**src/rtl/sprite_pixel_reader_pkg.sv**
```systemverilog
// Shared video definitions: colour format, transparency key and the sprite
// element/address widths that must match the sprite-selection logic.
package sprite_pixel_reader_pkg;

  localparam int unsigned ELEMENT    = 5;
  localparam int unsigned ADDR_W     = 10;
  localparam int unsigned MEM_ADDR_W = ELEMENT + ADDR_W;
  localparam int unsigned COLOR_W    = 9;
  localparam int unsigned CH_W       = 3;
  localparam int unsigned CNT_W      = 20;

  localparam logic [COLOR_W-1:0] TRANSPARENT = 9'b111_000_111;

  // RGB 3:3:3, R in [8:6], G in [5:3], B in [2:0]
  typedef struct packed {
    logic [CH_W-1:0] r;
    logic [CH_W-1:0] g;
    logic [CH_W-1:0] b;
  } rgb_t;

  typedef struct packed {
    logic [ELEMENT-1:0] element;
    logic [ADDR_W-1:0]  address;
  } sprite_addr_t;

  function automatic logic is_transparent(input logic [COLOR_W-1:0] texel);
    return texel == TRANSPARENT;
  endfunction

endpackage

```
**src/rtl/bg_color_reg.sv**
```systemverilog
// Frame-synchronous background colour: writes land in a shadow register and
// only become active at the next frame start, so a frame never changes mid-way.
module bg_color_reg
  import sprite_pixel_reader_pkg::*;
(
  input  logic               clk_i,
  input  logic               rst_i,
  input  logic               wr_valid_i,
  input  logic [COLOR_W-1:0] wr_data_i,
  input  logic               frame_start_i,
  output logic               wr_ready_o,
  output logic [COLOR_W-1:0] bg_active_o
);

  logic               pending_q, pending_d;
  logic [COLOR_W-1:0] shadow_q, shadow_d;
  logic [COLOR_W-1:0] active_q, active_d;
  logic               accept;

  // Accept and apply are mutually exclusive because accept needs !pending.
  always_comb begin
    accept    = wr_valid_i & ~pending_q;
    pending_d = pending_q;
    shadow_d  = shadow_q;
    active_d  = active_q;
    if (frame_start_i && pending_q) begin
      active_d  = shadow_q;
      pending_d = 1'b0;
    end
    if (accept) begin
      shadow_d  = wr_data_i;
      pending_d = 1'b1;
    end
  end

  always_ff @(posedge clk_i or posedge rst_i) begin
    if (rst_i) begin
      pending_q <= 1'b0;
      shadow_q  <= '0;
      active_q  <= '0;
    end else begin
      pending_q <= pending_d;
      shadow_q  <= shadow_d;
      active_q  <= active_d;
    end
  end

  assign wr_ready_o  = ~pending_q;
  assign bg_active_o = active_q;

endmodule

```
**src/rtl/sprite_pixel_reader.sv**
```systemverilog
// Sprite texel fetch, transparency resolve against the background colour and
// per-frame opaque pixel counter; two-cycle pipeline, one pixel per clock.
module sprite_pixel_reader
  import sprite_pixel_reader_pkg::*;
(
  input  logic                  clk,
  input  logic                  reset,
  input  logic                  ready,
  input  logic [ELEMENT-1:0]    element,
  input  logic [ADDR_W-1:0]     address,
  input  logic                  video_on,
  input  logic                  frame_start,
  output logic                  mem_en,
  output logic [MEM_ADDR_W-1:0] mem_addr,
  input  logic [COLOR_W-1:0]    mem_rdata,
  input  logic                  bg_wr_valid,
  input  logic [COLOR_W-1:0]    bg_wr_data,
  output logic                  bg_wr_ready,
  output logic [COLOR_W-1:0]    rgb,
  output logic                  rgb_valid,
  output logic [CNT_W-1:0]      drawn_last
);

  logic               mem_en_q;
  sprite_addr_t       mem_addr_q;
  logic               hit_q;
  logic [1:0]         vid_q;
  logic [COLOR_W-1:0] rgb_q, rgb_d;
  logic               rgb_valid_q;
  logic [CNT_W-1:0]   drawn_cnt_q, drawn_cnt_d;
  logic [CNT_W-1:0]   drawn_last_q, drawn_last_d;
  logic [CNT_W-1:0]   cnt_inc;
  logic               opaque;
  logic [COLOR_W-1:0] bg_active;

  bg_color_reg u_bg (
    .clk_i         (clk),
    .rst_i         (reset),
    .wr_valid_i    (bg_wr_valid),
    .wr_data_i     (bg_wr_data),
    .frame_start_i (frame_start),
    .wr_ready_o    (bg_wr_ready),
    .bg_active_o   (bg_active)
  );

  // Stage 2 resolve; the frame-start snapshot includes this cycle's pixel.
  always_comb begin
    opaque  = vid_q[1] & hit_q & ~is_transparent(mem_rdata);
    rgb_d   = '0;
    if (vid_q[1]) begin
      rgb_d = opaque ? mem_rdata : bg_active;
    end
    cnt_inc = drawn_cnt_q;
    if (opaque && (drawn_cnt_q != '1)) begin
      cnt_inc = drawn_cnt_q + CNT_W'(1);
    end
    drawn_cnt_d  = cnt_inc;
    drawn_last_d = drawn_last_q;
    if (frame_start) begin
      drawn_cnt_d  = '0;
      drawn_last_d = cnt_inc;
    end
  end

  always_ff @(posedge clk or posedge reset) begin
    if (reset) begin
      mem_en_q     <= 1'b0;
      mem_addr_q   <= '0;
      hit_q        <= 1'b0;
      vid_q        <= '0;
      rgb_q        <= '0;
      rgb_valid_q  <= 1'b0;
      drawn_cnt_q  <= '0;
      drawn_last_q <= '0;
    end else begin
      mem_en_q     <= ready & video_on;
      mem_addr_q   <= '{element: element, address: address};
      hit_q        <= mem_en_q;
      vid_q        <= {vid_q[0], video_on};
      rgb_q        <= rgb_d;
      rgb_valid_q  <= vid_q[1];
      drawn_cnt_q  <= drawn_cnt_d;
      drawn_last_q <= drawn_last_d;
    end
  end

  assign mem_en     = mem_en_q;
  assign mem_addr   = mem_addr_q;
  assign rgb        = rgb_q;
  assign rgb_valid  = rgb_valid_q;
  assign drawn_last = drawn_last_q;

endmodule

```
**config.mk**
```make
export PLATFORM = sky130hd
export DESIGN_NAME = sprite_pixel_reader
export DESIGN_NICKNAME = d
export VERILOG_FILES = /design/src/rtl/sprite_pixel_reader_pkg.sv /design/src/rtl/bg_color_reg.sv /design/src/rtl/sprite_pixel_reader.sv
export SDC_FILE = /design/constraint.sdc
export NUM_CORES = 1
export LEC_CHECK = 0
export CAP_MARGIN = 20
export CORE_ASPECT_RATIO = 1.25
export CORE_UTILIZATION = 44
export CTS_CLUSTER_SIZE = 24
export DETAILED_ROUTE_END_ITERATION = 10
export PLACE_DENSITY = 0.75
export SYNTH_ARGS = -nofsm -noshare
export SYNTH_HDL_FRONTEND = slang
export SYNTH_SLANG_ARGS = --single-unit
```
**constraint.sdc**
```tcl
create_clock -name clk -period 3.1 [get_ports clk]
set_input_delay 0.93 -clock clk [delete_from_list [all_inputs] [get_ports clk]]
set_output_delay 0.93 -clock clk [all_outputs]
set_load 0.02 [all_outputs]
```
==> flow_summary.json, run 1 <==
{
  "status": "finished clean",
  "worstPathMaxFanout": 9,
  "period_minus_slack_ns": 2.606,
  "grt-ovfl-total": 0,
  "endpoint_kind": "flop",
  "worstPathCellList": "clkdlybuf4s50_1 > nand4b_1 > o31a_1 > o2111ai_2 > or3_1 > a21oi_1",
  "netlist_area_um2": 3575,
  "via_count": 2514,
  "routed.top_layer": "met4",
  "first_iter_violations": 142,
  "start_util_pct": 45.61,
  "first_pass_iters": 4,
  "hold_class": "reg2reg",
  "hpwlAfterDp_um": 5153,
  "gp_congestion": 0.7719,
  "drv_slew": 0,
  "dieArea_um2": 8491,
  "skew_ns": 0.01255,
  "critPathTopFamily": "compound AO/OA/AOI/OAI gates",
  "vias_per_cell": 5.173,
  "fp.dieW_um": 82.62,
  "leakage_nw": 2.073,
  "port_buffers": 85,
  "crit_arrival_ns": 2.88,
  "fin_setup_tns_ns": 0,
  "drive_gt1_share_pct": 14.83,
  "post_cts_resize_count": 0,
  "cpMaxStageDelayCell": "clkdlybuf4s50_1",
  "postSynthCellCount": 297,
  "final_nets": 426,
  "insertion_delay_ns": 0.36,
  "m1WireLength_um": 2938,
  "wl_um": 7228,
  "wl_met2_um": 3625,
  "fp.dieH_um": 102.8,
  "grt_max_degree": 89,
  "synthArstFlopShare_pct": 100.0,
  "power_mw": 2.520,
  "cp-start-kind": "input port",
  "cts_setup_buffers": 0,
  "syn_nets": 337,
  "root_buffer": "clkbuf_8",
  "clk_pin_slew_worst_paths_ns": 0.09,
  "path_buf_inv": 1,
  "cts_tree": "done",
  "fillers": 666,
  "fin_crit_sh_pct": 84.05,
  "ios": 86,
  "synth_ff_type": "dfrtp_1",
  "dp_slack_ns": 0.1296,
  "worst_slew_pin_slew_ns": 0.6375,
  "fin_ws_ns": 0.4944,
  "core-area_um2": 7838,
  "final_core_util_pct": 60.22,
  "ys_ff_latch": 88,
  "diodes": 0,
  "area_growth_pct": 32.03,
  "max-slew-margin-rel_pct": 57.50,
  "cts.hold.buffers_added": 0,
  "whs_ns": 0.3683,
  "cts_buffer_depth": 2,
  "vdd_drop_max_mv": 0.4440,
  "critPathRequiredTime_ns": 3.38,
  "cpPeakStageDelay_ns": 0.49,
  "grt.total_usage_pct": 19.53,
  "grt_pass1_wl_um": 12260,
  "numClockSinks": 88,
  "ant_nets": 0,
  "rsz0062_at_grt": "false",
  "synth_edf_count": 0,
  "numCtsBuffers": 9,
  "synth_area_per_cell_um2": 12.04,
  "route.met3.wl_um": 509,
  "htree_levels": 3,
  "yosys.cell_types.count": 40,
  "setup_violations": 0,
  "p_per_area_nw_per_um2": 534.0,
  "grt_pass1_vias": 2560,
  "timing.fmax_ghz": 0.3838,
  "drc": 0,
  "routedWlPerCell_um": 14.87,
  "rows": 36,
  "seq_area_frac_synth_pct": 61.60,
  "yosys_warnings": 0,
  "antenna_found_initial": 0,
  "hold_violations": 0,
  "drv_cap": 0,
  "critical_path_class": "in2reg"
}
-- worst reg2reg max path, delay by kind of cell, from the launching register on --
| family | cells | cell delay [ns] |
|---|---|---|
| flip-flops | 1 | 0.45 |
| multiplexers | 2 | 0.62 |
| AND/OR/NAND/NOR | 3 | 1.22 |
-- path summary, 6_finish.rpt --
path,from,endpoint,slack (ns),depth (start not counted)
setup / recovery,mem_rdata[3],drawn_cnt_q[19],0.49,6
hold / removal,vid_q[0],vid_q[1],0.37,0
setup reg to reg,drawn_cnt_q[2],drawn_last[10],0.71,5
hold reg to reg,vid_q[0],vid_q[1],0.37,0
max in group asynchronous,reset,drawn_cnt_q[17],1.73,3
min in group asynchronous,reset,hit_q,1.05,3
-- power by group --
| part | leakage, nW | switching, mW | internal [mW] |
|---|---|---|---|
| Clock | 0.0899 | 0.424 | 0.323 |
| Combinational | 0.876 | 0.198 | 0.230 |
| Sequential | 1.11 | 0.0643 | 1.28 |
| Total | 2.07 | 0.687 | 1.83 |
-- per-stage QoR --
step	cell area (um^2)	instances
2_1_floorplan	3578	297
3_3_place_gp	4532	470
3_5_place_dp	4532	470
4_1_cts	4720	486
5_1_grt	4720	486
6_report	4720	486
-- cells by family after synthesis --
| kind of cell | count (synthesis) | synth area share (%) |
|---|---|---|
| buffers and inverters | 20 | 2.765 |
| AO/OA/AOI/OAI | 39 | 8.471 |
| adder cells (fa/ha/maj) | 1 | 0.3500 |
| flip-flops | 88 | 61.60 |
| multiplexers | 25 | 7.701 |
| XOR/XNOR | 14 | 3.430 |
| AND/OR/NAND/NOR | 110 | 15.68 |
-- synthesized netlist by cell type, types with 4 or more instances --
library cell / instances / area share, %
a21oi_1: 17 / 2.4
and2_1: 6 / 1.1
and3_1: 4 / 0.70
clkbuf_1: 10 / 1.1
dfrtp_1: 88 / 62
inv_1: 6 / 0.63
mux2_2: 19 / 6.0
mux2i_1: 5 / 1.4
nand2_1: 28 / 2.9
nand3_1: 15 / 2.1
nor2_1: 35 / 3.7
o2111ai_2: 4 / 1.7
o211ai_2: 4 / 1.4
o21ai_0: 4 / 0.56
xor2_1: 14 / 3.4
-- final cells by class --
class / instances / area [um^2] / share of cell area (%)
inverters: 6 / 26.28 / 0.5567
flip-flops and latches: 88 / 2202 / 46.66
well taps: 95 / 118.9 / 2.519
repair buffers: 92 / 910.9 / 19.30
clock buffers: 10 / 137.6 / 2.916
multi-input cells: 189 / 1274 / 26.99
clock inverters: 6 / 50.05 / 1.060
-- cell usage in the layout (no fill, tap or decap), types with 2 or more instances in the layout --
master / n
inv_6: 3
and4_1: 3
a21oi_1: 17
dfrtp_1: 88
nand4_1: 2
or3_1: 3
and3_1: 4
o21ai_0: 4
clkinvlp_4: 3
o2111ai_1: 2
a31oi_1: 3
and2_1: 6
nor3_1: 2
buf_4: 6
o2111ai_2: 4
nand3_1: 15
nand2_1: 28
mux2_2: 19
inv_1: 5
o211ai_2: 4
clkbuf_8: 10
clkdlybuf4s50_1: 84
mux2i_1: 5
nor2_1: 35
nand4_2: 2
xor2_1: 14
nor2b_1: 2
-- registers in the layout, summed over array words and instances, names as in the netlist --
register,flops
rgb_valid,1
u_bg.shadow_q,9
hit_q,1
drawn_cnt_q,20
rgb,9
u_bg.pending_q,1
vid_q,2
drawn_last,20
mem_en,1
mem_addr,15
u_bg.bg_active_o,9
-- routing by layer --
layer,up-vias,GRT usage (%)
met5,-,0
met4,0,7.427
met3,13,7.965
met2,83,30.51
met1,1210,24.25
li1,1208,-
Note: power is estimated with default switching activity, not from simulation.
==> run 2, diff against run 1 <==
Clock period 3.1 ns to 2.25 ns, I/O delays scaled along.
==> flow_summary.json, run 2 (synthesis results as in run 1) <==
{
  "fin_crit_sh_pct": 99.66,
  "power_mw": 3.610,
  "timing.fmax_ghz": 0.4460,
  "ant_nets": 0,
  "final_core_util_pct": 62.02,
  "grt_pass1_wl_um": 12270,
  "crit_arrival_ns": 2.49,
  "placed_area_um2": 4619,
  "skew_ns": 0.007721,
  "dp_cells": 480,
  "insertion_delay_ns": 0.36,
  "cts_tree": "done",
  "grt_max_degree": 80,
  "rows": 36,
  "routedWlPerCell_um": 15.02,
  "grt_pass1_vias": 2624,
  "vdd_drop_max_mv": 0.4918,
  "status": "finished clean",
  "final_area_um2": 4861,
  "cp-start-kind": "input port",
  "stdcell_count": 497,
  "gp_congestion": 0.8470,
  "start_util_pct": 45.61,
  "critPathRequiredTime_ns": 2.50,
  "critical_path_class": "in2reg",
  "drv_cap": 0,
  "grt.total_usage_pct": 19.66,
  "grt-ovfl-total": 0,
  "dieArea_um2": 8491,
  "setup_violations": 0,
  "drc": 0,
  "hpwlAfterDp_um": 5167,
  "max-slew-margin-rel_pct": 72.24,
  "port_buffers": 85,
  "worstPathCellList": "clkdlybuf4s50_1 > or3b_4 > o31ai_4 > nor3_2 > mux2_4 > mux2_2",
  "drv_slew": 0,
  "dp_slack_ns": -0.4554,
  "fin_ws_ns": 0.007738,
  "numClockSinks": 88,
  "period_minus_slack_ns": 2.242,
  "fp.dieH_um": 102.8,
  "first_iter_violations": 161,
  "clk_pin_slew_worst_paths_ns": 0.09,
  "drive_gt1_share_pct": 18.16,
  "endpoint_kind": "flop",
  "wl_um": 7465,
  "diodes": 0,
  "p_per_area_nw_per_um2": 742.6,
  "core-area_um2": 7838,
  "worst_slew_pin_slew_ns": 0.4154,
  "via_count": 2578,
  "root_buffer": "clkbuf_8",
  "cpMaxStageDelayCell": "clkdlybuf4s50_1",
  "leakage_nw": 2.171,
  "cts_buffer_depth": 2,
  "area_growth_pct": 35.98,
  "hold_violations": 0,
  "first_pass_iters": 4,
  "final_cell_mix": "dfrtp_1, clkdlybuf4s50_1, nor2_1",
  "htree_levels": 3,
  "fillers": 666,
  "vias_per_cell": 5.187,
  "numCtsBuffers": 9,
  "worstPathMaxFanout": 2,
  "fp.dieW_um": 82.62,
  "final_common_cell": "dfrtp_1",
  "antenna_found_initial": 0,
  "final_nets": 437,
  "hold_class": "reg2reg",
  "ios": 86,
  "cpPeakStageDelay_ns": 0.42
}
[run 2: cell types whose count changed in the layout (fill, tap and decap cells not counted), sizes merged]
cell | before | now
buf | 8 | 19
clkinvlp | 3 | 1
dlymetal6s2s | 0 | 2
clkbuf | 10 | 9
inv | 8 | 10
clkdlybuf4s50 | 84 | 82
bufinv | 0 | 1
[run 2: power breakdown]
part	switching [mW]	internal, mW	total (mW)
clock	0.606	0.539	1.14
sequential	0.0890	1.76	1.85
combinational	0.280	0.331	0.611
total	0.975	2.63	3.61
[run 2: path summary, 6_finish.rpt]
check                               startpoint         endpoint  slack (ns)  cells after the start
worst max register to register  drawn_cnt_q[2]   drawn_last[10]        0.22                      5
max in group asynchronous                reset  drawn_cnt_q[15]        1.00                      3
worst min register to register        vid_q[0]         vid_q[1]        0.35                      0
min in group asynchronous                reset      mem_addr[8]        0.59                      2
worst max-delay path              mem_rdata[4]   drawn_last[10]       0.008                      6
worst min-delay path                  vid_q[0]         vid_q[1]        0.35                      0
[run 2: stage by stage]
stage / TNS, ns / hold WS [ns]
floorplan: 0 / 0.3312
global placement: -10.37 / 0.3327
detailed placement: -11.81 / 0.3362
CTS: 0 / 0.3583
global route: -0.0006442 / 0.3728
finish: 0 / 0.3549
[run 2: cell type report]
cell class	instances	area [um^2]	area share [%]
Inverter	6	26.28	0.5405
Timing Repair Buffer	103	1011	20.80
Tap cell	95	118.9	2.445
Multi-Input combinational cell	189	1294	26.62
Sequential cell	88	2202	45.30
Clock inverter	7	85.08	1.750
Clock buffer	9	123.9	2.548
[run 2: worst max-delay path: cells and delay by family]
kind                   cells  cell delay [ns]
buffers and inverters      1             0.42
and+or+nand+nor            2             0.49
muxes                      2             0.57
AOI/OAI and AO/OA          1             0.34
[run 2: repair_timing]
item / CTS / global route
resized for setup: 1 / 7
setup buffers: 0 / 1
cloned: 0 / 0
hold buffers: 0 / 0
endpoints found under the setup margin: 4 / 6
pin swaps: 0 / 3
[run 2: layer usage]
metal | vias up | part of all wire (%) | track usage, %
met2 | 74 | 50 | 31.72
met5 | - | 0 | 0
met3 | 14 | 5.9 | 7.080
met1 | 1260 | 41 | 23.65
li1 | 1230 | - | -
met4 | 0 | 2.7 | 8.488
